`config.mk`:
```
export PLATFORM = sky130hd
export DESIGN_NAME = spi_cmd_ctrl
export DESIGN_NICKNAME = d
export VERILOG_FILES = /design/src/rtl/spi_cmd_ctrl.sv
export SDC_FILE = /design/constraint.sdc
export NUM_CORES = 1
export LEC_CHECK = 0
export ABC_AREA = 1
export CAP_MARGIN = 20
export CORE_MARGIN = 3
export CORE_UTILIZATION = 51
export DETAILED_ROUTE_END_ITERATION = 16
export GPL_TIMING_DRIVEN = 0
export PLACE_DENSITY = 0.8
export SYNTH_ARGS = -nofsm -noshare
export SYNTH_HDL_FRONTEND = slang
export SYNTH_SLANG_ARGS = --single-unit
```
`constraint.sdc`:
```
create_clock -name SYS_CLK -period 3 [get_ports SYS_CLK]
set_input_delay 0.6 -clock SYS_CLK [delete_from_list [all_inputs] [get_ports SYS_CLK]]
set_output_delay 0.6 -clock SYS_CLK [all_outputs]
set_load 0.05 [all_outputs]
```
`src/rtl/spi_cmd_ctrl.sv`:
```
`default_nettype none
// +----------------------------------------------------------------------------+
// | Module      : spi_cmd_ctrl                                                 |
// | Description : SYS_CLK-domain command decoder for the SPI slave. Decodes    |
// |               two-frame WRITE / single-frame READ / NOP commands onto a    |
// |               7-entry config register file plus a read-only status word,   |
// |               and prepares the next MISO response word.                    |
// | Revision    : 1.0 - initial release                                        |
// +----------------------------------------------------------------------------+
module spi_cmd_ctrl (
    input  logic         SYS_CLK,
    input  logic         all_clear,
    input  logic         CS,
    input  logic         strob_LOAD,
    input  logic [15:0]  data_from_mosi,
    output logic [15:0]  data_in_SPI,
    output logic [111:0] cfg_out,
    output logic         wr_stb,
    output logic [2:0]   wr_addr,
    output logic [15:0]  wr_data,
    output logic         err_flag
);

    localparam logic [0:0]  ST_CMD       = 1'b0;
    localparam logic [0:0]  ST_WDATA     = 1'b1;
    localparam logic [3:0]  C_OP_WRITE   = 4'hA;
    localparam logic [3:0]  C_OP_READ    = 4'h5;
    localparam logic [3:0]  C_OP_NOP     = 4'h0;
    localparam logic [2:0]  C_STATUS_ADR = 3'd7;
    localparam logic [15:0] C_RESET_WORD = 16'h4000;

    // CS synchroniser and edge detect
    logic        r_cs_meta;
    logic        r_cs_sync;
    logic        r_cs_prev;
    logic        r_cs_rise;

    // Frame pipeline and FSM state
    logic        r_pend;
    logic [15:0] r_hold;
    logic        r_strob_prev;
    logic [0:0]  r_state;
    logic [2:0]  r_waddr;
    logic [7:0]  r_frame_cnt;
    logic [3:0]  r_err_cnt;
    logic        r_ovr;
    logic [15:0] r_regs [0:6];

    logic        w_strob_rise;
    logic        w_ovr_next;
    logic [3:0]  w_op;
    logic [2:0]  w_addr;
    logic        w_err_inc;
    logic [3:0]  w_err_next;
    logic [15:0] w_status;
    logic [15:0] w_rd_word;

    assign w_op         = r_hold[15:12];
    assign w_addr       = r_hold[2:0];
    assign w_strob_rise = strob_LOAD & ~r_strob_prev;
    // A frame start while a decoded update is still in flight means CS high time was too short
    assign w_ovr_next   = r_ovr | (w_strob_rise & (r_cs_rise | r_pend));
    assign w_err_next   = (w_err_inc && (r_err_cnt != 4'hF)) ? (r_err_cnt + 4'd1) : r_err_cnt;
    // Status reflects counters already updated for the frame being decoded
    assign w_status     = {w_ovr_next, 3'b100, w_err_next, r_frame_cnt};

    // Flag error-producing commands in the decode cycle
    always_comb begin
        w_err_inc = 1'b0;
        if (r_pend && (r_state == ST_CMD)) begin
            case (w_op)
                C_OP_WRITE: w_err_inc = (w_addr == C_STATUS_ADR);
                C_OP_READ:  w_err_inc = 1'b0;
                C_OP_NOP:   w_err_inc = 1'b0;
                default:    w_err_inc = 1'b1;
            endcase
        end
    end

    // Read mux: config register or the status word at address 7
    always_comb begin
        w_rd_word = w_status;
        for (int k = 0; k < 7; k++) begin
            if (w_addr == 3'(k)) begin
                w_rd_word = r_regs[k];
            end
        end
    end

    // Two-flop CS synchroniser with registered rising-edge pulse
    always_ff @(posedge SYS_CLK) begin
        if (all_clear) begin
            r_cs_meta <= 1'b1;
            r_cs_sync <= 1'b1;
            r_cs_prev <= 1'b1;
            r_cs_rise <= 1'b0;
        end else begin
            r_cs_meta <= CS;
            r_cs_sync <= r_cs_meta;
            r_cs_prev <= r_cs_sync;
            r_cs_rise <= r_cs_sync & ~r_cs_prev;
        end
    end

    // Capture at cs_rise, decode one cycle later and update all outputs together
    always_ff @(posedge SYS_CLK) begin
        if (all_clear) begin
            r_pend       <= 1'b0;
            r_hold       <= 16'h0000;
            r_strob_prev <= 1'b0;
            r_state      <= ST_CMD;
            r_waddr      <= 3'd0;
            r_frame_cnt  <= 8'd0;
            r_err_cnt    <= 4'd0;
            r_ovr        <= 1'b0;
            data_in_SPI  <= C_RESET_WORD;
            wr_stb       <= 1'b0;
            wr_addr      <= 3'd0;
            wr_data      <= 16'h0000;
            err_flag     <= 1'b0;
            for (int k = 0; k < 7; k++) begin
                r_regs[k] <= 16'h0000;
            end
        end else begin
            r_strob_prev <= strob_LOAD;
            r_ovr        <= w_ovr_next;
            r_pend       <= r_cs_rise;
            wr_stb       <= 1'b0;

            if (r_cs_rise) begin
                r_hold      <= data_from_mosi;
                r_frame_cnt <= r_frame_cnt + 8'd1;
            end

            if (r_pend) begin
                r_err_cnt <= w_err_next;
                err_flag  <= (w_err_next != 4'd0);
                if (r_state == ST_WDATA) begin
                    // Data frame: never decoded as a command
                    for (int k = 0; k < 7; k++) begin
                        if (r_waddr == 3'(k)) begin
                            r_regs[k] <= r_hold;
                        end
                    end
                    wr_stb      <= 1'b1;
                    wr_addr     <= r_waddr;
                    wr_data     <= r_hold;
                    data_in_SPI <= w_status;
                    r_state     <= ST_CMD;
                end else begin
                    case (w_op)
                        C_OP_WRITE: begin
                            if (w_addr != C_STATUS_ADR) begin
                                r_waddr <= w_addr;
                                r_state <= ST_WDATA;
                            end
                        end
                        C_OP_READ: data_in_SPI <= w_rd_word;
                        C_OP_NOP:  data_in_SPI <= w_status;
                        default:   data_in_SPI <= w_status;
                    endcase
                end
            end
        end
    end

    genvar gi;
    generate
        for (gi = 0; gi < 7; gi++) begin : g_cfg
            assign cfg_out[16*gi +: 16] = r_regs[gi];
        end
    endgenerate

endmodule
`default_nettype wire

```
==> run metrics <==
Seq pwr share 0.513; CTS Hold Bufs 0; CP endpoint kind register; Psw around 1.4 mW; post-CTS setup buffer count 0; post-synthesis sequential area ratio 0.6125; crit path DAT 2.88 ns; MaxCap Viol Count 0; WP data required 3.06 ns; Tot GR Track Use 0.3041; Yosys cell types 40; GP Congestion about 0.94; Hold Path Sink r_cs_rise; crit path launch type register; syn_nets around 900; status complete, no violations; Max FO, Critical Path 16; slew at the pin with the worst max-slew slack 0.7882 ns; DP HPWL around 19,000 um; initial DRC count 899; Slew HR 0.4732; final hold violations 0; R2R Path End r_regs[4][3]; Clock transition at path regs 0.06 ns; total grt overflow 0; synth warn 0; core area 15,260 um2; flop2flop setup slack roughly 0.18 ns; synth top area cells edfxtp_1 (42%), dfxtp_1 (19%), nor2_1 (9.4%); initial core utilization 0.5227; fmax roughly 360 MHz; final worst slack between 0.15 and 0.2 ns; Leakage around 3.9 nW; clk sinks between 150 and 200; Final TNS setup 0 ns; largest net degree at the start of global routing 17; Inserted Clock Buffers 17; layout cell share with drive strength beyond 1 0.05669; Yosys top cell by area edfxtp_1; antenna violations before repair 0; via count 7,345; CTS Root Cell clkbuf_16; Setup WS pre-CTS approximately 0.046 ns; wire per inst between 20 and 25 um; worst min-delay path class reg2reg; Comb pwr share 0.099; switch share 0.2480; total chip power roughly 5.5 mW; routed vias/inst ~5.7; Avg Inst Size Synth between 9 and 10 um2; H-tree Lvls 4; Final period util 0.9387; Die H roughly 130 um; vias in the first global route 7,038; R2R depth 7; Worst VDD drop ~400 uV; Pre-antenna DRT Iters 6; PwrDens approximately 530 nW/um2; Post-Syn Instances 875; Worst path slowest cell nand2_1; Die W ~130 um; Crit path max-delay family simple AND/OR/NAND/NOR gates; Skew-Pair Late Insertion Delay 0.44 ns; Resized cells post-CTS 0; clk buf depth 2; row cnt 45; mapped cell area 7975 um2; I/O pin cnt roughly 170; CP cell instances nand2_1 > clkinv_1 > nand2_1 > nor2_1 > clkinv_1 > clkbuf_1 > nand2_1; Post-DRT Antenna Nets 0; Power Internal between 4 and 5 mW; post-synth top area share 0.4217; Final Setup Violations 0; Antenna Cells 0; Worst Clk Skew 0.007563 ns; Top cell by count, worst path nand2_1; fin crit period about 2.8 ns; R2R Path Start r_pend; hold path depth 1; Layout area overhead 31.38%; Synth Register Bits 188; drt total wl ~26,000 um; global-route wire length before repair 38,320 um; CP bufs+invs 3; # nets final around 1,100; DRC Markers 0; RSZ-0062 raised after global routing no; Buffers on Ports 168; Die ar. approximately 17,000 um2; CP peak stage delay between 0.6 and 0.7 ns; Slew Viols, Final 0; CTS tree done; HP Start r_cs_prev; clock share of power 0.388; crit path kind reg2reg
## registers in the layout (all words and copies together) (netlist names), 3 cells and up
signal,flops
data_in_SPI,16
r_err_cnt,4
r_frame_cnt,8
r_hold,16
r_regs,112
r_waddr,3
wr_addr,3
wr_data,16
## worst max path at each step
stage / startpoint / endpoint / slack, ns / depth (start not counted)
after global routing: r_pend / r_regs[4][3] / 0.03 / 7
after floorplan: r_pend / r_regs[6][0] / 0.66 / 4
final: r_pend / r_regs[4][3] / 0.18 / 7
after global placement: all_clear / r_regs[6][11] / -0.32 / 4
after detailed placement: all_clear / r_regs[0][3] / 0.05 / 4
after CTS: r_pend / r_regs[4][3] / 0.25 / 7
## kinds of logic after synthesis
logic type,share of synthesized area
flip-flops,0.6125
XOR/XNOR,0.002197
adder cells (fa/ha/maj),0.003137
AO/OA/AOI/OAI,0.1247
buffers and inverters,0.06040
AND/OR/NAND/NOR,0.1971
## cells in the final DEF, fill, tap and decap left out, types with 2 or more instances in the layout
master,netlist,layout
a21oi_1,93,93
buf_1,2,2
buf_2,7,7
buf_4,1,2
buf_6,3,3
clkbuf_1,25,31
clkbuf_16,0,18
clkdlybuf4s50_1,0,168
clkinv_1,8,10
clkinv_2,1,3
dfxtp_1,76,76
edfxtp_1,112,112
ha_1,2,2
inv_1,63,63
inv_2,7,7
inv_4,1,2
nand2_1,123,123
nand2_2,3,3
nand3_1,27,27
nand3_4,2,2
nand4_1,6,6
nor2_1,199,199
nor3_1,5,5
o2111ai_1,2,2
o211ai_1,16,16
o21ai_0,55,54
o21ai_1,16,17
or2_2,6,6
## metrics by stage
stage	std cells	hold slack [ns]	utilization	cell area, um2
2_1_floorplan	875	0.3727	-	7975
3_3_place_gp	1254	0.3738	0.6502	9921
3_5_place_dp	1255	0.3780	0.6507	9928
4_1_cts	1287	0.3881	0.6867	10480
5_1_grt	1287	0.4044	0.6867	10480
6_report	1287	0.3868	0.6867	10480
## layer usage
layer | wire length, um | global-route usage | vias up
met4 | 1149 | 0.1549 | 0
met2 | 12170 | 0.4857 | 510
met1 | 9835 | 0.4010 | 3441
met3 | 2818 | 0.05227 | 83
met5 | 0 | 0 | -
li1 | - | - | 3311
## synth_stat cells
cell type	number
a211oi_1	1
a21oi_1	93
a31oi_1	1
and2_1	1
buf_1	2
buf_2	7
buf_4	1
buf_6	3
clkbuf_1	25
clkinv_1	8
clkinv_2	1
dfxtp_1	76
edfxtp_1	112
ha_1	2
inv_1	63
inv_2	7
inv_4	1
nand2_1	123
nand2_2	3
nand3_1	27
nand3_4	2
nand4_1	6
nor2_1	199
nor2_2	1
nor2_8	1
nor3_1	5
nor3_2	1
nor3_4	1
nor4_1	1
o2111ai_1	2
o211ai_1	16
o21a_1	1
o21ai_0	55
o21ai_1	16
o221ai_1	1
o22ai_1	1
or2_2	6
or2_4	1
xnor2_1	1
xor2_1	1
## power by group through the flow
stage                     registers [mW]  logic (mW)  clock network [mW]
final                               2.84       0.550                2.15
after global routing                2.85       0.578                2.25
after floorplan                     3.08       0.145                   0
after detailed placement            2.90       0.545                   0
after global placement              2.90       0.540                   0
after CTS                           2.84       0.549                2.14
## worst reg2reg max path: stages (launching register included)
cell	delay, ns
dfxtp_1	0.49
nand2_1	0.19
clkinv_1	0.20
nand2_1	0.14
nor2_1	0.18
clkinv_1	0.29
clkbuf_1	0.32
nand2_1	0.64
## layout make-up
cell class / count / area, um2
Sequential cell: 188 / 4885
Fill cell: 1175 / 4781
Buffer: 38 / 177.7
Timing Repair Buffer: 169 / 1689
Clock buffer: 25 / 486.7
Clock inverter: 7 / 62.56
Inverter: 80 / 304.0
Multi-Input combinational cell: 569 / 2609
Tap cell: 211 / 264.0
Power figures use the tool's default switching activity.
